`src/rtl/ssd_score_scanner_if.sv`:
```
// rtl/ssd_score_scanner_if.sv - load/status bus between the game core and the display scanner
interface ssd_score_scanner_if #(
  parameter int BIN_WIDTH = 14
);
  logic [BIN_WIDTH-1:0] value;
  logic                 load;
  logic                 hex_mode;
  logic                 busy;
  logic                 overflow;

  modport master (
    output value,
    output load,
    output hex_mode,
    input  busy,
    input  overflow
  );

  modport slave (
    input  value,
    input  load,
    input  hex_mode,
    output busy,
    output overflow
  );
endinterface

```
`src/rtl/ssd_score_scanner.sv`:
```
// rtl/ssd_score_scanner.sv - BCD/hex seven-segment scan driver with blanking and overflow dashes
module ssd_score_scanner #(
  parameter int NUM_DIGITS    = 4,
  parameter int SCAN_DIV_BITS = 18,
  parameter int BIN_WIDTH     = 14,
  parameter bit LZ_BLANK      = 1'b1
) (
  input  logic                  i_clk,
  input  logic                  i_rst,
  ssd_score_scanner_if.slave    io_bus,
  input  logic [NUM_DIGITS-1:0] i_digit_en,
  input  logic [NUM_DIGITS-1:0] i_dp_mask,
  output logic [NUM_DIGITS-1:0] o_an,
  output logic [7:0]            o_cathodes
);

  localparam int DW    = 4 * NUM_DIGITS;
  localparam int IDX_W = (NUM_DIGITS > 1) ? $clog2(NUM_DIGITS) : 1;
  localparam int CNT_W = $clog2(BIN_WIDTH + 1);
  localparam logic [32:0] MAX_DEC = 33'(10 ** NUM_DIGITS - 1);

  typedef enum logic [1:0] {
    ST_IDLE,
    ST_SHIFT,
    ST_DONE
  } state_t;

  state_t                 r_state;
  state_t                 w_state_next;

  logic [SCAN_DIV_BITS-1:0] r_presc;
  logic [IDX_W-1:0]       r_idx;
  logic [DW-1:0]          r_disp;
  logic [DW-1:0]          r_bcd;
  logic [DW-1:0]          w_bcd_adj;
  logic [BIN_WIDTH-1:0]   r_bin;
  logic [CNT_W-1:0]       r_cnt;
  logic                   r_hex;
  logic                   r_ovf;
  logic                   r_hex_pend;
  logic [BIN_WIDTH-1:0]   r_hex_val;
  logic                   w_load_dec;
  logic                   w_load_hex;
  logic [NUM_DIGITS-1:0]  w_blank;
  logic [NUM_DIGITS-1:0]  w_an_next;
  logic                   w_upper_zero;
  logic [3:0]             w_nib;
  logic [6:0]             w_seg;
  logic [NUM_DIGITS-1:0]  r_an;
  logic [7:0]             r_cath;

  // Loads are only accepted while idle; a load during a conversion is dropped.
  assign w_load_dec = (r_state == ST_IDLE) & io_bus.load & ~io_bus.hex_mode;
  assign w_load_hex = (r_state == ST_IDLE) & io_bus.load & io_bus.hex_mode;

  assign io_bus.busy     = (r_state != ST_IDLE);
  assign io_bus.overflow = r_ovf;
  assign o_an            = r_an;
  assign o_cathodes      = r_cath;

  // Free-running prescaler; digit index steps once per prescaler wrap.
  always_ff @(posedge i_clk or posedge i_rst) begin
    if (i_rst) begin
      r_presc <= '0;
      r_idx   <= '0;
    end else begin
      r_presc <= r_presc + 1'b1;
      if (&r_presc) begin
        r_idx <= (r_idx == IDX_W'(NUM_DIGITS - 1)) ? '0 : r_idx + 1'b1;
      end
    end
  end

  // Conversion FSM state register.
  always_ff @(posedge i_clk or posedge i_rst) begin
    if (i_rst) begin
      r_state <= ST_IDLE;
    end else begin
      r_state <= w_state_next;
    end
  end

  // Conversion FSM next-state: SHIFT runs once per input bit, DONE commits.
  always_comb begin
    w_state_next = r_state;
    case (r_state)
      ST_IDLE:  if (w_load_dec) w_state_next = ST_SHIFT;
      ST_SHIFT: if (r_cnt == CNT_W'(1)) w_state_next = ST_DONE;
      ST_DONE:  w_state_next = ST_IDLE;
      default:  w_state_next = ST_IDLE;
    endcase
  end

  // Double-dabble correction: bump every BCD nibble of 5 or more by 3 before the shift.
  always_comb begin
    w_bcd_adj = r_bcd;
    for (int i = 0; i < NUM_DIGITS; i++) begin
      if (r_bcd[4*i +: 4] >= 4'd5) begin
        w_bcd_adj[4*i +: 4] = r_bcd[4*i +: 4] + 4'd3;
      end
    end
  end

  // Datapath: capture, shift, commit; hex writes land one edge after the load is sampled.
  always_ff @(posedge i_clk or posedge i_rst) begin
    if (i_rst) begin
      r_bin      <= '0;
      r_bcd      <= '0;
      r_cnt      <= '0;
      r_disp     <= '0;
      r_hex      <= 1'b0;
      r_ovf      <= 1'b0;
      r_hex_pend <= 1'b0;
      r_hex_val  <= '0;
    end else begin
      r_hex_pend <= w_load_hex;
      if (w_load_hex) begin
        r_hex_val <= io_bus.value;
      end
      if (r_hex_pend) begin
        r_disp <= DW'(r_hex_val);
        r_hex  <= 1'b1;
        r_ovf  <= 1'b0;
      end
      case (r_state)
        ST_IDLE: begin
          if (w_load_dec) begin
            r_bin <= io_bus.value;
            r_bcd <= '0;
            r_cnt <= CNT_W'(BIN_WIDTH);
            r_ovf <= (33'(io_bus.value) > MAX_DEC);
          end
        end
        ST_SHIFT: begin
          {r_bcd, r_bin} <= {w_bcd_adj, r_bin} << 1;
          r_cnt          <= r_cnt - 1'b1;
        end
        ST_DONE: begin
          r_disp <= r_bcd;
          r_hex  <= 1'b0;
        end
        default: ;
      endcase
    end
  end

  // Leading-zero blanking: a digit blanks when it and every digit above it are zero.
  always_comb begin
    w_blank      = '0;
    w_upper_zero = 1'b1;
    for (int i = NUM_DIGITS - 1; i >= 0; i--) begin
      w_upper_zero = w_upper_zero & (r_disp[4*i +: 4] == 4'd0);
      w_blank[i]   = LZ_BLANK & ~r_hex & ~r_ovf & (i != 0) & w_upper_zero;
    end
  end

  // Anode select: only the indexed, enabled, unblanked digit is driven low.
  always_comb begin
    w_an_next = '1;
    for (int i = 0; i < NUM_DIGITS; i++) begin
      w_an_next[i] = ~((IDX_W'(i) == r_idx) & i_digit_en[i] & ~w_blank[i]);
    end
  end

  // Segment decode of the indexed nibble, replaced by a dash on overflow.
  always_comb begin
    w_nib = r_disp[{r_idx, 2'b00} +: 4];
    w_seg = 7'b1111111;
    case (w_nib)
      4'h0: w_seg = 7'b0000001;
      4'h1: w_seg = 7'b1001111;
      4'h2: w_seg = 7'b0010010;
      4'h3: w_seg = 7'b0000110;
      4'h4: w_seg = 7'b1001100;
      4'h5: w_seg = 7'b0100100;
      4'h6: w_seg = 7'b0100000;
      4'h7: w_seg = 7'b0001111;
      4'h8: w_seg = 7'b0000000;
      4'h9: w_seg = 7'b0000100;
      4'hA: w_seg = 7'b0001000;
      4'hB: w_seg = 7'b1100000;
      4'hC: w_seg = 7'b0110001;
      4'hD: w_seg = 7'b1000010;
      4'hE: w_seg = 7'b0110000;
      4'hF: w_seg = 7'b0111000;
      default: w_seg = 7'b1111111;
    endcase
    if (r_ovf) begin
      w_seg = 7'b1111110;
    end
  end

  // Registered pin drivers so anodes and cathodes switch together.
  always_ff @(posedge i_clk or posedge i_rst) begin
    if (i_rst) begin
      r_an   <= '1;
      r_cath <= 8'hFF;
    end else begin
      r_an   <= w_an_next;
      r_cath <= {w_seg, ~i_dp_mask[r_idx]};
    end
  end

endmodule

```
`src/flat_wrapper.sv`:
```
// flat-port wrapper written by rule: the top's interface ports become plain ports
module ssd_score_scanner_flat 
#(
  parameter int NUM_DIGITS    = 4,
  parameter int SCAN_DIV_BITS = 18,
  parameter int BIN_WIDTH     = 14,
  parameter bit LZ_BLANK      = 1'b1
)
  (i_clk, i_rst, i_digit_en, i_dp_mask, o_an, o_cathodes, io_bus_value, io_bus_load, io_bus_hex_mode, io_bus_busy, io_bus_overflow);
  ssd_score_scanner_if #(.BIN_WIDTH(BIN_WIDTH)) io_bus_i ();
  input  logic i_clk;
  input  logic i_rst;
  input  logic [NUM_DIGITS-1:0] i_digit_en;
  input  logic [NUM_DIGITS-1:0] i_dp_mask;
  output logic [NUM_DIGITS-1:0] o_an;
  output logic [7:0] o_cathodes;
  input wire logic [$bits(io_bus_i.value)-1:0] io_bus_value;
  input wire logic [$bits(io_bus_i.load)-1:0] io_bus_load;
  input wire logic [$bits(io_bus_i.hex_mode)-1:0] io_bus_hex_mode;
  output wire logic [$bits(io_bus_i.busy)-1:0] io_bus_busy;
  output wire logic [$bits(io_bus_i.overflow)-1:0] io_bus_overflow;
  assign io_bus_i.value = io_bus_value;
  assign io_bus_i.load = io_bus_load;
  assign io_bus_i.hex_mode = io_bus_hex_mode;
  assign io_bus_busy = io_bus_i.busy;
  assign io_bus_overflow = io_bus_i.overflow;
  ssd_score_scanner #(.NUM_DIGITS(NUM_DIGITS), .SCAN_DIV_BITS(SCAN_DIV_BITS), .BIN_WIDTH(BIN_WIDTH), .LZ_BLANK(LZ_BLANK)) u_core (.i_clk(i_clk), .i_rst(i_rst), .io_bus(io_bus_i), .i_digit_en(i_digit_en), .i_dp_mask(i_dp_mask), .o_an(o_an), .o_cathodes(o_cathodes));
endmodule
```
`config.mk`:
```
export PLATFORM = sky130hd
export DESIGN_NAME = ssd_score_scanner_flat
export DESIGN_NICKNAME = d
export VERILOG_FILES = /design/src/rtl/ssd_score_scanner_if.sv /design/src/rtl/ssd_score_scanner.sv /design/src/flat_wrapper.sv
export SDC_FILE = /design/constraint.sdc
export NUM_CORES = 1
export LEC_CHECK = 0
export ABC_AREA = 1
export CORE_MARGIN = 2
export CORE_UTILIZATION = 50
export DETAILED_ROUTE_END_ITERATION = 8
export DONT_BUFFER_PORTS = 1
export PLACE_DENSITY = 0.68
export SLEW_MARGIN = 20
export SYNTH_ARGS = -nofsm -noshare
export SYNTH_HDL_FRONTEND = slang
export SYNTH_SLANG_ARGS = --single-unit
```
`constraint.sdc`:
```
create_clock -name i_clk -period 3.09 [get_ports i_clk]
set_clock_uncertainty 0.15 [all_clocks]
set_input_delay 0.1545 -clock i_clk [delete_from_list [all_inputs] [get_ports i_clk]]
set_output_delay 0.1545 -clock i_clk [all_outputs]
set_load 0.01 [all_outputs]
```
# == After elaboration in Yosys (flattened, before gate mapping) ==
# Memories as Yosys holds them, arrays and structs flattened.
# Index checks and enable logic that the tools add are counted.
# word_totals
romBits,112
n_memories,1
output_inout_bits,14
ff_bits,101
elab_cells,99
input_bits,26
# mem_list
memory,depth,width,rd,rd_clocked_by_memory_dff,write_ports,line,source
(name not given),16,7,1,0,0,ssd_score_scanner.sv:169,case (w_nib)
# op_classes
n_eq_ne,9
n_lt_le_gt_ge,6
mux,24
bitwise_logic,27
reduce_logical,11
add_sub_neg,7
shifts,1
# op_table
op,n
two-way mux 16 bit,3
one-hot mux 16 bit (2 select lines),1
one-hot mux 14 bit (2 select lines),1
"adder 18 x 1 -> 18 bit, second input constant",1
AND reduction 18 bit,1
AND 1 bit,16
"greater-or-equal comparator 4 x 3 -> 1 bit, second input constant",4
two-way mux 4 bit,4
variable part select 16 x 5 -> 4 bit,1
"greater-than comparator 14 bit, second input constant",1
two-way mux 14 bit,1
"adder 4 x 2 -> 4 bit, second input constant",3
zero test 4 bit,3
inverter 1 bit,11
one-hot mux 4 bit (2 select lines),1
two-way mux 7 bit,1
two-way mux 1 bit,6
two-way mux 2 bit,3
nonzero test 2 bit,3
"equality test 2 bit, first input constant",2
"equality test 2 bit, second input constant",2
"equality test 4 x 1 -> 1 bit, second input constant",1
zero test 2 bit,2
"!= test 2 x 1 -> 1 bit, second input constant",2
10 further kinds,11

# == Depth between registers and ports, before layout ==
# logic_depth
word_depth,7
depth_mapped,12
depth_no_buf,11

# == Worst setup path before layout ==
# No wires, ideal clock.
# synth_path
kind,register to register
start,register u_core.r_idx[0]
end,"register u_core.r_cath[5], in the netlist u_core.o_cathodes[5]"
path_buffers,1
setup_slack_ps,1373
stages_incl_launch_ff,10
arrival_ps,1486
setup_ps,81
required_time_ps,2859
cell_sequence,dfrtp_1 buf_4 nand2_1 nand3_1 nand2_1 inv_1 ha_1 inv_1 nand3_1 o211ai_1
# synth_between
elab_chain_len,3
# synth_rtl
element,line,source
"start, declared",ssd_score_scanner.sv:32,logic [IDX_W-1:0] r_idx;
"start signal, assigned",ssd_score_scanner.sv:69,r_idx <= (r_idx == IDX_W'(NUM_DIGITS - 1)) ? '0 : r_idx + 1'b1;
variable part select 16 x 5 -> 4 bit,ssd_score_scanner.sv:167,"w_nib = r_disp[{r_idx, 2'b00} +: 4];"
memory (16 x 7 bit),--,
two-way mux 7 bit,ssd_score_scanner.sv:188,if (r_ovf) begin
named net u_core.w_seg[4],ssd_score_scanner.sv:48,logic [6:0] w_seg;
"end signal, assigned",ssd_score_scanner.sv:200,"r_cath <= {w_seg, ~i_dp_mask[r_idx]};"
"end, declared",ssd_score_scanner.sv:50,logic [7:0] r_cath;
# The timed path passes the listed nets, and every way through them passes these cells.
# A chain may end at the register's enable or synchronous reset.

# == Final worst setup path ==
# layout_path
start,input io_bus_value[12]
end,"register u_core.r_ovf, in the netlist u_core.io_bus.overflow"
# layout_between
elab_chain_len,3
# layout_rtl
element,line,source
"start, declared",flat_wrapper.sv:17,input wire logic [$bits(io_bus_i.value)-1:0] io_bus_value;
greater-than comparator 14 bit,ssd_score_scanner.sv:131,r_ovf <= (33'(io_bus.value) > MAX_DEC);
two-way mux 1 bit,ssd_score_scanner.sv:127,if (w_load_dec) begin
two-way mux 1 bit,ssd_score_scanner.sv:125,case (r_state)
"end signal, assigned",ssd_score_scanner.sv:131,
"end, declared",ssd_score_scanner.sv:39,logic r_ovf;
# No other way between the ends.

==> impl_metrics.yaml <==
status:
  status: "complete, no violations"
place:
  gp_congestion: 0.809
  portBuffers: 0
  dpl-instance-area_mm2: 0.00519
  dp_hpwl_um: 7260
  placed_cells: 704
logic_synthesis:
  synth-seq-cells: 101
  yosys_warnings: 0
  synthMuxAreaShare: 0
  synthAdderAreaFrac: 0.0512
  synth_seq_area_share: 0.495
  synth_top_area_frac: 0.434
  syn_inst: 588
  yosys.area.top_type: "dfrtp_1"
  ys_top_cells_by_area: "dfrtp_1 43%, nand2_1 11%, dfstp_2 6.1%"
  synth_compound_area_frac: 0.100
  syn_area_mm2: 0.00513
  syn_nets: 635
  synthDistinctLibCells: 39
  async_flop_share: 1.00
  synth_top_flop_cell: "dfrtp_1"
  synth_xor_area_frac: 0.0307
  synth_top_family_by_area: "simple AND/OR/NAND/NOR gates"
  avgSynthCellArea_um2: 8.73
  synth_simple_gate_area_frac: 0.246
  synth_edf_count: 0
power_and_ir_drop:
  p_sw_frac: 0.410
  peakVddDrop_uv: 746
  p_switching_mw: 2.03
  pwr-share-comb: 0.384
  intPower_mw: 2.93
  p_clk_frac: 0.181
  p_leak_nw: 2.77
  p_per_area_mw_per_mm2: 873
  seq_power_share: 0.435
min_path:
  hp-class: "in2reg"
  min_to: "u_core.r_hex_val[0]"
  min_path_cells: 2
  hp-start: "io_bus_hex_mode"
worst_setup_path:
  worstSetupStartpointType: "primary input"
  r2r-end: "u_core.r_bin[0]"
  r2r_slack_ns: 0.44
  crit_buf_inv: 5
  critPathTopFamily: "buffers and inverters"
  timing.rr.start: "u_core.r_state[0]"
  crit_path_top_delay_cell: "dlygate4sd3_1"
  cp_max_fo: 2
  critPathKind: "in2reg"
  arrival_ns: 2.78
  path_common_cell: "dlygate4sd3_1"
  cp_cell_sequence: "dlygate4sd3_1, inv_1, nand2_1, dlygate4sd3_1, o211ai_1, dlygate4sd3_1, nand2_1, dlygate4sd3_1"
  crit_path_end_kind: "flip-flop"
  reg2reg_depth: 7
  cpPeakStageDelay_ns: 0.59
  crit_required_ns: 3.20
timing:
  hold_viol: 0
  period_share: 0.863
  fin_crit_ns: 2.67
  slew_viol_final: 0
  slew_headroom: 0.449
  tns_ns: 0
  fmax_ghz: 0.375
  worst_slew_pin_slew_ns: 0.826
  rsz0062_at_grt: "no"
  hold_ws_ns: 0.0332
  setup_viol: 0
clocking:
  cts_tree: "built"
  clock-sinks: 101
  htreeDepth: 3
  cts.repair.resized: 0
  clk_latency_ns: 0.36
  cts_buffers: 9
  clkTransAtPathRegs_ns: 0.11
  cts_root_buf: "clkbuf_8"
  clock_path_buffers: 2
die:
  start_util: 0.520
  rows: 36
  core_area_mm2: 0.00986
  die_area_mm2: 0.0111
  pin_count: 40
  dieHeight_um: 105
  die_w_um: 105
global_routing:
  grt_pass1_wl_um: 18900
  grt_max_degree: 90
  antenna_found_initial: 0
  grt_pass1_vias: 4042
  grt_use_total: 0.206
  gr-total-overflow: 0
drt:
  avgViaCountPerCell: 5.32
  drtAntennaViolNets: 0
  vias: 3977
  route.detailed.drc: 0
  drt-initial-drc-count: 212
  drt_wl_total_um: 10600
  post_drt_wl_per_cell_um: 14.2
  drt_pre_antenna_iters: 4
final_layout:
  layoutNonFillerInstCount: 747
  fillCellCount: 850
  antenna-diode-count: 0
  drive_gt1_frac: 0.0928
  fin_area_mm2: 0.00568
  nets: 656
  syn_to_final_growth_pct: 10.7
job:
  max_cap_viol_count: 0
per-stage QoR:
stage	power [mW]	setup slack [ns]	utilization
after floorplan	3.60	0.158	-
after global placement	3.94	1.08	0.527
after detailed placement	4.02	0.982	0.527
after CTS	4.97	0.523	0.575
after global routing	5.39	0.316	0.576
final	4.96	0.423	0.576
flip-flops by register name, indices dropped and copies added, names as in the netlist:
name / cells
u_core.r_hex_val: 14
u_core.r_disp: 16
u_core.o_cathodes: 8
u_core.r_state: 2
u_core.r_hex: 1
u_core.r_bcd: 16
u_core.io_bus.overflow: 1
u_core.r_hex_pend: 1
u_core.r_cnt: 4
u_core.o_an: 4
u_core.r_bin: 14
u_core.r_presc: 18
u_core.r_idx: 2
logic make-up (layout without fill, tap and decap cells):
family / Yosys count / count (layout)
adders and majority gates: 21 / 21
DFF: 101 / 101
xor gates and xnor gates: 18 / 18
and+or+nand+nor: 279 / 279
buffers and inverters: 90 / 116
AOI/OAI and AO/OA: 79 / 79
cell type report:
type / instances / area [µm²] / area share
multi-input cells: 397 / 2200 / 0.387
clock buffers: 9 / 124 / 0.0218
clock inverters: 7 / 87.6 / 0.0154
well taps: 133 / 166 / 0.0293
flip-flops and latches: 101 / 2540 / 0.448
inverters: 70 / 268 / 0.0471
repair buffers: 30 / 293 / 0.0516
cells in the final DEF (no fill, tap or decap), drive strengths merged, types with 9 or more instances in the layout:
cell / count
nand2: 160
dfrtp: 89
inv: 75
nand3: 67
nor2: 40
o21ai: 29
o211ai: 27
dlygate4sd3: 27
ha: 21
xor2: 13
dfstp: 12
o22ai: 9
clkbuf: 9
layer usage:
layer | up-vias | wire length [µm] | track usage
met5 | - | 0 | 0
met4 | 0 | 72 | 0.0438
met3 | 7 | 567 | 0.0402
met2 | 107 | 4960 | 0.337
met1 | 1895 | 5040 | 0.285
li1 | 1968 | - | -
Yosys cell counts, types with 3 or more instances:
| cell | instances |
|---|---|
| dfstp_2 | 12 |
| buf_6 | 4 |
| nand3_1 | 59 |
| nand4_1 | 3 |
| a21oi_1 | 3 |
| xor2_1 | 13 |
| buf_2 | 9 |
| inv_1 | 66 |
| ha_1 | 21 |
| o21ai_0 | 26 |
| buf_4 | 3 |
| nor3_1 | 4 |
| inv_2 | 4 |
| o22ai_1 | 9 |
| dfrtp_1 | 89 |
| nand2_1 | 153 |
| nand2_2 | 5 |
| nor2_1 | 36 |
| xnor2_1 | 5 |
| nand3_2 | 6 |
| o32ai_1 | 4 |
| o211ai_1 | 27 |
| o21ai_1 | 3 |
how the worst max path moves through the flow:
stage | start | to | slack, ns | cells past startpoint
finish | io_bus_value[12] | u_core.io_bus.overflow | 0.42 | 8
floorplan | i_rst | u_core.io_bus.overflow | 0.16 | 1
detailed placement | u_core.r_idx[0] | u_core.o_cathodes[5] | 0.98 | 9
global route | u_core.r_state[0] | u_core.r_bin[0] | 0.32 | 7
CTS | u_core.r_state[1] | u_core.r_bin[0] | 0.52 | 7
global placement | u_core.r_idx[0] | u_core.o_cathodes[6] | 1.08 | 11
what timing repair did:
action	in CTS	in global routing
buffers inserted	0	0
endpoints found under the hold margin	111	0
hold buffers	27	0
power by group through the flow:
stage	registers [mW]	clock network [mW]	logic [mW]
5_1_grt	2.21	0.972	2.21
3_3_place_gp	2.16	0	1.78
6_report	2.16	0.897	1.90
3_5_place_dp	2.18	0	1.84
4_1_cts	2.15	0.919	1.89
2_1_floorplan	2.07	0	1.53
Power figures use the tool's default switching activity.
